$ cat src/rtl/key_event_pkg.sv
// Shared types and default timing constants for the push-button event generator.
// Also provides a small constant helper used to size the hold counter.
package key_event_pkg;

   typedef enum logic [1:0] {IDLE, PRESSED, LONG_HELD} key_state_t;

   localparam int DEF_LONG_CYCLES   = 50_000_000;
   localparam int DEF_REPEAT_CYCLES = 10_000_000;

   function automatic int max_int(input int a, input int b);
      return (a > b) ? a : b;
   endfunction

endpackage

$ cat src/rtl/sync_2ff.sv
// Two-flop synchroniser for a single asynchronous input; RST_VAL selects the
// level both flops take during reset so the output is benign out of reset.
module sync_2ff #(
   parameter logic RST_VAL = 1'b0
) (
   input  logic clk,
   input  logic rstN,
   input  logic d,
   output logic q
);

   logic meta_reg;
   logic sync_reg;

   always_ff @(posedge clk or negedge rstN) begin
      if (!rstN) begin
         meta_reg <= RST_VAL;
         sync_reg <= RST_VAL;
      end else begin
         meta_reg <= d;
         sync_reg <= meta_reg;
      end
   end

   assign q = sync_reg;

endmodule

$ cat src/rtl/key_event_gen.sv
// Classifies a debounced active-low button into press/short/long/release pulses.
// Define KEY_REPEAT_EN to enable periodic repeat pulses while the key is held long.
module key_event_gen
   import key_event_pkg::*;
#(
   parameter int LONG_CYCLES   = DEF_LONG_CYCLES,
   parameter int REPEAT_CYCLES = DEF_REPEAT_CYCLES
) (
   input  logic clk,
   input  logic rstN,
   input  logic btn_in,
   output logic pressed_o,
   output logic press_pulse_o,
   output logic short_pulse_o,
   output logic long_pulse_o,
   output logic release_pulse_o,
   output logic repeat_pulse_o
);

   localparam int CNT_W = $clog2(max_int(LONG_CYCLES, REPEAT_CYCLES) + 1);
   localparam logic [CNT_W-1:0] LONG_TERM = CNT_W'(LONG_CYCLES);

   logic             sync_q;
   logic             btn_s;
   key_state_t       state_reg, state_next;
   logic [CNT_W-1:0] cnt_reg, cnt_next;
   logic             pressed_next, press_next, short_next, long_next, release_next;

   // Resets to released so a reset never fabricates a press.
   sync_2ff #(.RST_VAL(1'b1)) u_sync (
      .clk  (clk),
      .rstN (rstN),
      .d    (btn_in),
      .q    (sync_q)
   );

   assign btn_s = ~sync_q;

`ifdef KEY_REPEAT_EN
   localparam logic [CNT_W-1:0] REP_TERM = CNT_W'(REPEAT_CYCLES - 1);
   logic repeat_next;
   logic repeat_reg;
`endif

   // The counter holds the number of cycles held so far, press cycle included,
   // so the long pulse lands exactly LONG_CYCLES cycles after the press pulse.
   always_comb begin
      state_next   = state_reg;
      cnt_next     = cnt_reg;
      press_next   = 1'b0;
      short_next   = 1'b0;
      long_next    = 1'b0;
      release_next = 1'b0;
`ifdef KEY_REPEAT_EN
      repeat_next  = 1'b0;
`endif
      case (state_reg)
         IDLE: begin
            if (btn_s) begin
               state_next = PRESSED;
               cnt_next   = CNT_W'(1);
               press_next = 1'b1;
            end
         end
         PRESSED: begin
            if (!btn_s) begin
               state_next   = IDLE;
               cnt_next     = '0;
               short_next   = 1'b1;
               release_next = 1'b1;
            end else if (cnt_reg == LONG_TERM) begin
               state_next = LONG_HELD;
               cnt_next   = '0;
               long_next  = 1'b1;
            end else begin
               cnt_next = cnt_reg + CNT_W'(1);
            end
         end
         LONG_HELD: begin
            if (!btn_s) begin
               state_next   = IDLE;
               cnt_next     = '0;
               release_next = 1'b1;
            end else begin
`ifdef KEY_REPEAT_EN
               if (cnt_reg == REP_TERM) begin
                  cnt_next    = '0;
                  repeat_next = 1'b1;
               end else begin
                  cnt_next = cnt_reg + CNT_W'(1);
               end
`else
               cnt_next = '0;
`endif
            end
         end
         default: begin
            state_next = IDLE;
            cnt_next   = '0;
         end
      endcase
      pressed_next = (state_next != IDLE);
   end

   always_ff @(posedge clk or negedge rstN) begin
      if (!rstN) begin
         state_reg       <= IDLE;
         cnt_reg         <= '0;
         pressed_o       <= 1'b0;
         press_pulse_o   <= 1'b0;
         short_pulse_o   <= 1'b0;
         long_pulse_o    <= 1'b0;
         release_pulse_o <= 1'b0;
      end else begin
         state_reg       <= state_next;
         cnt_reg         <= cnt_next;
         pressed_o       <= pressed_next;
         press_pulse_o   <= press_next;
         short_pulse_o   <= short_next;
         long_pulse_o    <= long_next;
         release_pulse_o <= release_next;
      end
   end

`ifdef KEY_REPEAT_EN
   always_ff @(posedge clk or negedge rstN) begin
      if (!rstN) begin
         repeat_reg <= 1'b0;
      end else begin
         repeat_reg <= repeat_next;
      end
   end

   assign repeat_pulse_o = repeat_reg;
`else
   assign repeat_pulse_o = 1'b0;
`endif

endmodule

$ cat config.mk
export PLATFORM = sky130hd
export DESIGN_NAME = key_event_gen
export DESIGN_NICKNAME = d
export VERILOG_FILES = /design/src/rtl/key_event_pkg.sv /design/src/rtl/sync_2ff.sv /design/src/rtl/key_event_gen.sv
export SDC_FILE = /design/constraint.sdc
export NUM_CORES = 1
export LEC_CHECK = 0
export ABC_AREA = 1
export CAP_MARGIN = 20
export CORE_MARGIN = 4
export CORE_UTILIZATION = 40
export CTS_BUF_LIST = sky130_fd_sc_hd__clkbuf_4
export DETAILED_ROUTE_END_ITERATION = 10
export HOLD_SLACK_MARGIN = 0.03
export SLEW_MARGIN = 15
export SYNTH_ARGS = -nofsm -noshare
export SYNTH_HDL_FRONTEND = slang
export SYNTH_SLANG_ARGS = --single-unit
export TNS_END_PERCENT = 100
$ cat constraint.sdc
create_clock -name clk -period 1.5 [get_ports clk]
set_input_delay 0.15 -clock clk [delete_from_list [all_inputs] [get_ports clk]]
set_output_delay 0.15 -clock clk [all_outputs]
set_load 0.05 [all_outputs]
==> results.toml <==
[layout]
nNetsFinal = 394
largest_reg_flops = 26
antenna_cells = 0
syn2layout_area_growth_pct = 30.5
utilization_pct = 54.4
final_cell_mix = "88 x nand2_1, 49 x buf_4, 44 x nor2_1, 33 x inv_1, 31 x dfrtp_1"
drive_above_1_share_pct = 34.7
final_common_cell = "nand2_1"
final_cells = 458

[power_and_ir_drop]
p_seq_share_pct = 36.4
peakVddDrop_mv = 0.822
p_per_area_mw_per_mm2 = 977
power_mw = 2.96
cell_internal_pwr_mw = 1.76
p_sw_share_pct = 40.5
comb_power_share_pct = 44.5
switching_power_mw = 1.20
p_leak_nw = 1.36
power_frac_clock_pct = 19.0

[synth]
synth_cell_type_count = 30
syn_inst = 327
ys_ff_latch = 35
synth_area_leaders = "dfrtp_1 36%, nand2_1 15%, nor2_1 8.6%"
synth_top_area_cell = "dfrtp_1"
syn-cell-area_sq_mm = 0.00232
synth_seq_area_share_pct = 37.8
synth_top_area_share_pct = 35.6
yosys_warnings = 0
avgSynthCellArea_sq_um = 7.10
syn-num-nets = 336

[timing]
fin_ws_ns = -0.0341
clock.fmax_ghz = 0.652
rsz0062_at_grt = "yes"
fin_crit_ns = 1.53
tns_ns = -0.143
finalSetupViolCount = 6
hold_viol = 0
finalClockSkew_ns = 0.0156
post-route-period-util_pct = 102
drv_slew = 0
hold_slack_ns = 0.186

[floorplan]
dieArea_sq_mm = 0.00709
start_util_pct = 41.7
pin_count = 9
die_w_um = 84.2
rows = 27
die_y_um = 84.2
core_area_sq_mm = 0.00557

[placed_design]
numPortBuffers = 7
gp_congestion = 0.877
placedCellCount = 445
hpwl_mm = 4.36

[cts]
cts_buffer_depth = 2
cts_tree = "yes"
path_clk_slew_ns = 0.13
insertion_delay_ns = 0.35
cts.sink_count = 35
cts_buffers = 5
htree_num_levels = 2
cts_root_buffer = "clkbuf_4"

[grt]
track_usage_pct = 17.6
grt_pass1_vias = 2093
antenna_found_initial = 0
grt_max_degree = 19
overflow = 0
grt_pass1_wl_mm = 10.0

[setup_path]
r2r_cells = 11
crit_chain = "inv_2, ha_4, nand2_1, nor2_1, nand2_1, nor2_2, nand2_2, nand2_4, inv_6, nor2_4, nor2_2"
worst_path_max_delay_cell = "dfrtp_2"
crit_path_end_kind = "flip-flop"
crit_start = "cnt_reg[0]"
r2r_slack_ns = -0.03
cp.arrival_ns = 1.78
crit_required_ns = 1.75
max_stage_delay_ns = 0.44
crit_fanout = 6
cp-endpoint = "cnt_reg[5]"
critical_path_class = "flip-flop to flip-flop"
startpoint_type = "flip-flop"
reg2reg_from = "cnt_reg[0]"
r2r-end = "cnt_reg[5]"

[run_status]
status = "finished with violations"
violations = "negative setup slack"

[routing]
viasPerCell = 4.72
vias = 2160
dr.pass1.iters = 4
drt_iter0_markers = 109
route.detailed.drc = 0
detail-route-antenna-nets = 0
wl_per_cell_um = 12.6
wirelength_mm = 5.76

[flow_run]
maxCapViolCount = 0

[worst_hold_path]
hp-class = "primary input to flip-flop"
[timing repair]
item	CTS	global route
hold endpoints to repair	16	0
gates cloned	1	0
pin swaps	7	12
buffers inserted	1	2
endpoints found under the setup margin	23	29
hold buffers	1	0
resized for setup	16	31
[per-layer routing]
metal	share of wire (%)	up-vias	track usage, %
li1	-	1116	-
met2	49	42	29.4
met3	3.1	8	2.94
met4	1.7	0	4.97
met1	46	994	23.6
met5	0	-	0
[through the flow]
stage          area [sq um]  worst slack [ns]
2_1_floorplan          2350           -0.0113
3_5_place_dp           2770           -0.0788
3_3_place_gp           2770           -0.0384
5_1_grt                3030            -0.175
4_1_cts                2910           -0.0418
6_report               3030           -0.0341
[worst min-delay path by stage]
| stage | startpoint | to | cells past startpoint |
|---|---|---|---|
| floorplan | rstN | cnt_reg[0] | 0 |
| global placement | rstN | cnt_reg[21] | 1 |
| detailed placement | rstN | cnt_reg[21] | 1 |
| CTS | btn_in | u_sync.meta_reg | 1 |
| global route | btn_in | u_sync.meta_reg | 1 |
| finish | btn_in | u_sync.meta_reg | 1 |
[cells in the mapped netlist, drive strengths merged]
| cell type | n |
|---|---|
| nand2 | 101 |
| xnor2 | 4 |
| and2 | 2 |
| nand4 | 4 |
| o22ai | 2 |
| a21oi | 1 |
| inv | 42 |
| ha | 6 |
| conb | 1 |
| xor2 | 6 |
| nor2 | 76 |
| nor3 | 3 |
| nand3 | 22 |
| o31ai | 2 |
| buf | 6 |
| o21ai | 14 |
| dfrtp | 33 |
| dfstp | 2 |
[cell type report]
| class | instances | area, sq um |
|---|---|---|
| Inverter | 42 | 166 |
| Clock inverter | 3 | 23.8 |
| Multi-Input combinational cell | 245 | 1390 |
| Sequential cell | 35 | 881 |
| Fill cell | 558 | 2540 |
| Clock buffer | 5 | 37.5 |
| Tap cell | 72 | 90.1 |
| Timing Repair Buffer | 56 | 442 |
[logic make-up after synthesis]
kind of cell	Yosys count	synth area share [%]
xor gates and xnor gates	10	3.77
DFF	35	37.8
and+or+nand+nor	208	40.7
AOI/OAI and AO/OA	19	4.42
buffers and inverters	48	9.86
adders and majority gates	6	3.23
other	1	0.161
[power groups by stage]
stage	clock [mW]	sequential, mW	combinational (mW)
2_1_floorplan	0	1.23	0.574
3_3_place_gp	0	1.10	1.07
3_5_place_dp	0	1.10	1.09
4_1_cts	0.586	1.08	1.20
5_1_grt	0.627	1.09	1.44
6_report	0.564	1.08	1.32
[worst max-delay path, delay by kind of cell (launching register included)]
kind	cells	cell delay (ns)
adders and majority gates	1	0.13
buffers and inverters	2	0.13
DFF	1	0.44
and+or+nand+nor	8	0.72
No activity file was read; power rests on OpenSTA's default activity.
